### src/rtl/hpm_unit.sv
// Hardware performance monitor: programmable event counters 3..3+NCNT-1 with
// CSR read/write decode, privilege/counter-enable checks and overflow interrupt.
module hpm_unit #(
    parameter int NCNT = 8,
    parameter int NEVT = 16,
    parameter int CW   = 64
) (
    input  logic            clk,
    input  logic            rst,
    input  logic            rqst,
    input  logic [2:0]      func,
    input  logic [11:0]     addr,
    input  logic [63:0]     wdat,
    output logic [63:0]     rdat,
    input  logic [1:0]      level,
    input  logic [31:0]     in_inhibit,
    input  logic [31:0]     in_mcounteren,
    input  logic [31:0]     in_scounteren,
    input  logic [NEVT-1:0] evt,
    output logic            hit,
    output logic            eout,
    output logic            ovf,
    output logic            of_any
);

    logic [4:0]  idx;
    logic        rgn_mcnt;
    logic        rgn_ucnt;
    logic        rgn_evt;
    logic [63:0] wres;
    logic        priv_bad;
    logic        ucnt_bad;
    logic        wr_en;
    logic [255:0] evt_ext;

    logic [NCNT-1:0]        sel_hit;
    logic [NCNT-1:0]        of_vec;
    logic [NCNT-1:0]        wrap_new;
    logic [NCNT-1:0][63:0]  cnt64;
    logic [NCNT-1:0][63:0]  evt64;

    logic [34:0] unused_bits;
    assign unused_bits = {func[2], in_inhibit, level[1] & level[0], 1'b0};

    assign idx      = addr[4:0];
    assign rgn_mcnt = (addr[11:5] == 7'h58);
    assign rgn_ucnt = (addr[11:5] == 7'h60);
    assign rgn_evt  = (addr[11:5] == 7'h19);
    assign hit      = (idx >= 5'd3) && (rgn_mcnt || rgn_ucnt || rgn_evt);

    // Event k+1 lives at bit k+1, so select 0 and selects above NEVT hit a constant 0.
    assign evt_ext = 256'({evt, 1'b0});

    always_comb begin
        rdat = '0;
        for (int k = 0; k < NCNT; k++) begin
            if (sel_hit[k]) begin
                if (rgn_mcnt || rgn_ucnt)
                    rdat = cnt64[k];
                else if (rgn_evt)
                    rdat = evt64[k];
            end
        end
    end

    always_comb begin
        case (func[1:0])
            2'b01:   wres = wdat;
            2'b10:   wres = rdat | wdat;
            2'b11:   wres = rdat & ~wdat;
            default: wres = rdat;
        endcase
    end

    assign priv_bad = (addr[9:8] > level);
    assign ucnt_bad = rgn_ucnt &&
                      ((wres != rdat) ||
                       ((level == 2'b01) && !in_mcounteren[idx]) ||
                       ((level == 2'b00) && (!in_mcounteren[idx] || !in_scounteren[idx])));
    assign eout     = rqst && (priv_bad || ucnt_bad);
    assign wr_en    = rqst && !eout && (func[1:0] != 2'b00);

    for (genvar g = 0; g < NCNT; g++) begin : g_ctr
        localparam int N = g + 3;

        logic [CW-1:0] cnt_q;
        logic [7:0]    sel_q;
        logic          of_q;
        logic          minh_q;
        logic          sinh_q;
        logic          uinh_q;
        logic          mode_inh;
        logic          inc;
        logic          cnt_wr;
        logic          evt_wr;

        assign sel_hit[g] = (idx == 5'(N));
        assign cnt_wr     = wr_en && rgn_mcnt && sel_hit[g];
        assign evt_wr     = wr_en && rgn_evt && sel_hit[g];

        assign mode_inh = ((level == 2'b11) && minh_q) ||
                          ((level == 2'b01) && sinh_q) ||
                          ((level == 2'b00) && uinh_q);
        assign inc      = evt_ext[sel_q] && !in_inhibit[N] && !mode_inh;

        // A CSR write to the counter or its event register owns the OF bit this cycle.
        assign wrap_new[g] = inc && (&cnt_q) && !cnt_wr && !evt_wr && !of_q;

        assign of_vec[g] = of_q;
        assign cnt64[g]  = 64'(cnt_q);
        assign evt64[g]  = {of_q, minh_q, sinh_q, uinh_q, 52'd0, sel_q};

        always_ff @(posedge clk) begin
            if (rst) begin
                cnt_q  <= '0;
                sel_q  <= '0;
                of_q   <= 1'b0;
                minh_q <= 1'b0;
                sinh_q <= 1'b0;
                uinh_q <= 1'b0;
            end else begin
                if (cnt_wr)
                    cnt_q <= wres[CW-1:0];
                else if (inc)
                    cnt_q <= cnt_q + CW'(1);

                if (evt_wr) begin
                    sel_q  <= wres[7:0];
                    of_q   <= wres[63];
                    minh_q <= wres[62];
                    sinh_q <= wres[61];
                    uinh_q <= wres[60];
                end else if (inc && (&cnt_q) && !cnt_wr) begin
                    of_q <= 1'b1;
                end
            end
        end
    end

    always_ff @(posedge clk) begin
        if (rst)
            ovf <= 1'b0;
        else
            ovf <= |wrap_new;
    end

    assign of_any = |of_vec;

endmodule

### config.mk
export PLATFORM = sky130hd
export DESIGN_NAME = hpm_unit
export DESIGN_NICKNAME = d
export VERILOG_FILES = /design/src/rtl/hpm_unit.sv
export SDC_FILE = /design/constraint.sdc
export NUM_CORES = 2
export LEC_CHECK = 0
export CORE_ASPECT_RATIO = 1.75
export CORE_MARGIN = 5
export CORE_UTILIZATION = 60
export CTS_CLUSTER_DIAMETER = 30
export CTS_CLUSTER_SIZE = 10
export DETAILED_ROUTE_END_ITERATION = 10
export GPL_TIMING_DRIVEN = 0
export PLACE_DENSITY_LB_ADDON = 0.12
export SLEW_MARGIN = 0
export SYNTH_ARGS = -nofsm -noshare
export SYNTH_HDL_FRONTEND = slang
export SYNTH_SLANG_ARGS = --single-unit
### constraint.sdc
create_clock -name clk -period 5.01 [get_ports clk]
set_clock_uncertainty 0.1 [all_clocks]
set_input_delay 0.501 -clock clk [delete_from_list [all_inputs] [get_ports clk]]
set_output_delay 0.501 -clock clk [all_outputs]
set_load 0.01 [all_outputs]
==> results of run 1 <==
stage by stage:
step	instances	area, sq um
2_1_floorplan	5536	41600
3_3_place_gp	6671	45100
3_5_place_dp	6696	45500
4_1_cts	6936	51500
logic make-up after synthesis:
| kind of cell | share of synthesized area |
|---|---|
| compound gates | 0.248 |
| xor+xnor | 0.112 |
| fa+ha+maj | 0.00301 |
| buf+inv | 0.0530 |
| flops | 0.293 |
| mux | 0.0376 |
| simple gates | 0.253 |
metal layers:
metal | overflow | GRT usage
met4 | 3 | 0.710
met2 | 2 | 0.906
met5 | 0 | 0.124
met3 | 0 | 0.509
met1 | 0 | 0.706
what timing repair did:
item | CTS
gates resized for setup | 511
pin swaps | 53
endpoints found under the setup margin | 617
setup buffers | 49
==> impl_metrics.tcl, run 1 <==
set metrics [dict create \
    die_h_um 358 \
    grt_pass1_wl_um 389000 \
    io_pins 264 \
    post-dp-hpwl_um 189000 \
    first-error "[ERROR GRT-0116] Global routing finished with congestion. Check the congestion regions in the DRC Viewer." \
    synthTopCellsByArea "dfxtp_1 29%, a211oi_1 9.9%, nor2_1 8.0%, xnor2_1 7.3%, nand2_1 4.9%" \
    rows 127 \
    synth_largest_area_cell "dfxtp_1" \
    routabilityCongestion 1.34 \
    grt_pass1_vias 52697 \
    synth.distinct_cells 96 \
    synth_cells 5536 \
    ctsHoldBuffers 0 \
    root_buffer "clkbuf_16" \
    cts_max_level 3 \
    yosys_register_bits 609 \
    async_flop_share 0 \
    place_ws_ps -3080 \
    synth_nets 5742 \
    ys_warn_count 0 \
    yosys-top-cells-count "891 x nor2_1, 609 x dfxtp_1, 551 x a211oi_1, 546 x nand2_1, 348 x xnor2_1" \
    clockBufferDepth 3 \
    grtUsageTotal 0.705 \
    initial_core_util 0.606 \
    cts_sinks 609 \
    die_x_um 209 \
    status "did not finish" \
    lastStage "5_1_grt" \
    ys.flop_type "dfxtp_1" \
    yosysTopAreaCellShare 0.293 \
    netlist_area_sq_mm 0.0416 \
    yosysSeqAreaShare 0.293 \
    syn_area_per_cell_sq_um 7.52 \
    cts_made_buffers 105 \
    grt-ovfl-total 5 \
    grt_max_degree 16 \
    port_buffers 232 \
    yosysMostFrequentCell "nor2_1" \
    synth_edf_count 0 \
]
==> run 2: changes to the inputs <==
==> config.mk (replaced) <==
export PLATFORM = sky130hd
export DESIGN_NAME = hpm_unit
export DESIGN_NICKNAME = d
export VERILOG_FILES = /design/src/rtl/hpm_unit.sv
export SDC_FILE = /design/constraint.sdc
export NUM_CORES = 2
export LEC_CHECK = 0
export CORE_MARGIN = 5
export CORE_UTILIZATION = 40
export DETAILED_ROUTE_END_ITERATION = 10
export GPL_TIMING_DRIVEN = 0
export PLACE_DENSITY_LB_ADDON = 0.15
export SLEW_MARGIN = 0
export SYNTH_ARGS = -nofsm -noshare
export SYNTH_HDL_FRONTEND = slang
export SYNTH_SLANG_ARGS = --single-unit
==> run 2 against run 1 <==
The flow now finishes, with violations (max-capacitance violations, max-slew violations, negative setup slack). Synthesized cell count stayed put. Area after synthesis stayed put.
==> impl_metrics.tcl, run 2 <==
set metrics [dict create \
    status "complete, but fails checks" \
    violations "max-capacitance violations, max-slew violations, negative setup slack" \
    yosys-top-cells-count "891 x nor2_1, 609 x dfxtp_1, 551 x a211oi_1, 546 x nand2_1, 348 x xnor2_1" \
    vias 50887 \
    p_per_area_mw_per_mm2 239 \
    worstPathRequired_ps 4410 \
    p_leak_nw 17.4 \
    io_pins 264 \
    rows 118 \
    initial_core_util 0.402 \
    dieArea_sq_mm 0.111 \
    drive_gt1_frac 0.143 \
    r2r-start "g_ctr[4].cnt_q[4]" \
    power_mw 12.7 \
    place_area_sq_mm 0.0462 \
    worstPathCellList "clkdlybuf4s15_2 -> and3b_4 -> nand2_4 -> clkbuf_2 -> o22a_1 -> o221ai_4 -> a31oi_2 -> o22a_1 -> a21oi_4 -> o32ai_2 -> a2111oi_4 -> and4b_2 -> a41oi_2 -> buf_2" \
    end_kind "output pin" \
    finalSetupTns_ps -172 \
    path_clk_slew_ps 60 \
    routabilityCongestion 1.05 \
    core_sq_mm 0.103 \
    stdcell_area_sq_mm 0.0530 \
    setup_viol_count_final 3 \
    maxCapViolCount 5 \
    synth_nets 5742 \
    syn2layout_area_growth_pct 27.4 \
    ir_drop_mv 0.339 \
    yosys_register_bits 609 \
    post-dp-hpwl_um 217000 \
    worstMarginPinSlew_ps 1700 \
    hp-class "flip-flop to flip-flop" \
    yosysMostFrequentCell "nor2_1" \
    place_ws_ps -3450 \
    port_buffers 232 \
    path_common_cell "o22a_1" \
    finalHoldViolations 0 \
    max_stage_delay_ps 500 \
    final_cell_mix "873 x nor2_1, 609 x dfxtp_1, 534 x a211oi_1" \
    antenna_found_initial 12 \
    syn_area_per_cell_sq_um 7.52 \
    top_regs "g_ctr.cnt_q (512), g_ctr.sel_q (64)" \
    fin_nets 6215 \
    min-delay-start "g_ctr[3].sel_q[5]" \
    cts_made_buffers 78 \
    cts_max_level 3 \
    cts_sinks 609 \
    synth.distinct_cells 96 \
    clockBufferDepth 3 \
    grtUsageTotal 0.474 \
    initialDrtViolationCount 7653 \
    synth_edf_count 0 \
    worst-path-max-fanout 10 \
    grt-ovfl-total 0 \
    ys.flop_type "dfxtp_1" \
    post-route-util 0.512 \
    rsz0062_at_grt "true" \
    die_h_um 333 \
    r2r_cells 12 \
    die_x_um 333 \
    synth_cells 5536 \
    largest_reg_flops 512 \
    timing.final.crit_period_ps 5160 \
    min_period_over_period 1.03 \
    wirelength_um 279000 \
    grt_pass1_vias 46773 \
    grt_pass1_wl_um 375000 \
    synthTopCellsByArea "dfxtp_1 29%, a211oi_1 9.9%, nor2_1 8.0%, xnor2_1 7.3%, nand2_1 4.9%" \
    worst_slack_ps -151 \
    worstSetupPathType "primary input to output pin" \
    holdPathStages 2 \
    final_max_slew_viol_count 39 \
    fmax_mhz 194 \
    layout_commonest_cell "nor2_1" \
    drc 0 \
    firstDrtPassIters 9 \
    ant_nets 0 \
    yosysTopAreaCellShare 0.293 \
    grt_max_degree 15 \
    viasPerCell 6.83 \
    cp.arrival_ps 4560 \
    routedWlPerCell_um 37.4 \
    regMostFlops "g_ctr.cnt_q" \
    yosysSeqAreaShare 0.293 \
    synth_largest_area_cell "dfxtp_1" \
    async_flop_share 0 \
    max_slew_margin -0.134 \
    crit_path_start_kind "primary input" \
    ys_warn_count 0 \
    cts_tree "yes" \
    netlist_area_sq_mm 0.0416 \
    crit_path_start "addr[10]" \
    critPathSlowestCell "and3b_4" \
    insertion_delay_ps 690 \
    root_buffer "clkbuf_16" \
]
[run 2: cell counts after synthesis]
No cell type changed its count.
[run 2: final cells by class]
class	count	area, sq um
Antenna cell	5	12.5
Buffer	403	2610
Clock buffer	114	2320
Clock inverter	26	307
Fill cell	10201	50500
Inverter	138	528
Multi-Input combinational cell	4375	29500
Sequential cell	609	12200
Tap cell	1380	1730
Timing Repair Buffer	404	3820
[run 2: where the power goes]
group	internal (mW)	leakage, nW	switching (mW)	total [mW]
sequential	4.84	4.90	0.000713	4.84
combinational	0.501	11.2	1.27	1.77
clock	3.52	1.30	2.53	6.05
[run 2: worst max-delay path, delay by kind of cell]
| kind | cells | cell delay [ps] |
|---|---|---|
| buffers and inverters | 3 | 730 |
| and+or+nand+nor | 3 | 1020 |
| AOI/OAI and AO/OA | 8 | 2280 |
[run 2: routing by layer]
| layer | global-route usage | part of all wire | wire (um) | vias up |
|---|---|---|---|---|
| met5 | 0.00468 | 0.00064 | 178 | - |
| met4 | 0.338 | 0.096 | 26700 | 10 |
| met3 | 0.158 | 0.13 | 35700 | 1135 |
| met2 | 0.700 | 0.41 | 114000 | 4000 |
| met1 | 0.579 | 0.37 | 102000 | 24584 |
| li1 | - | - | - | 21158 |
[run 2: worst paths after layout]
| path | end | slack, ps |
|---|---|---|
| hold / removal | g_ctr[3].sel_q[5] | 370 |
| setup / recovery | eout | -150 |
| hold reg to reg | g_ctr[3].sel_q[5] | 370 |
| setup reg to reg | ovf | 10 |
[run 2: stage by stage]
| step | instances | hold slack (ps) |
|---|---|---|
| 6_report | 7454 | 370 |
| 5_1_grt | 7449 | 396 |
| 4_1_cts | 7401 | 369 |
| 3_5_place_dp | 7179 | 362 |
| 3_3_place_gp | 7148 | 363 |
| 2_1_floorplan | 5536 | 344 |
[run 2: cells by family (layout without fill, tap and decap cells)]
logic type,after synthesis,after routing,synth area share
buffers and inverters,552,1085,0.0530
adder cells (fa/ha/maj),10,10,0.00301
other,0,5,0
flip-flops,609,609,0.293
multiplexers,105,105,0.0376
AO/OA/AOI/OAI,1454,1454,0.248
AND/OR/NAND/NOR,2274,2274,0.253
XOR/XNOR,532,532,0.112
[run 2: repair_timing]
item                       CTS  global route
pin swaps                   67            66
cloned                       1             4
setup buffers               90            44
hold buffers                 0             0
gates resized for setup    680           161
setup endpoints to repair  643           250
No activity file was read; power rests on OpenSTA's default activity.
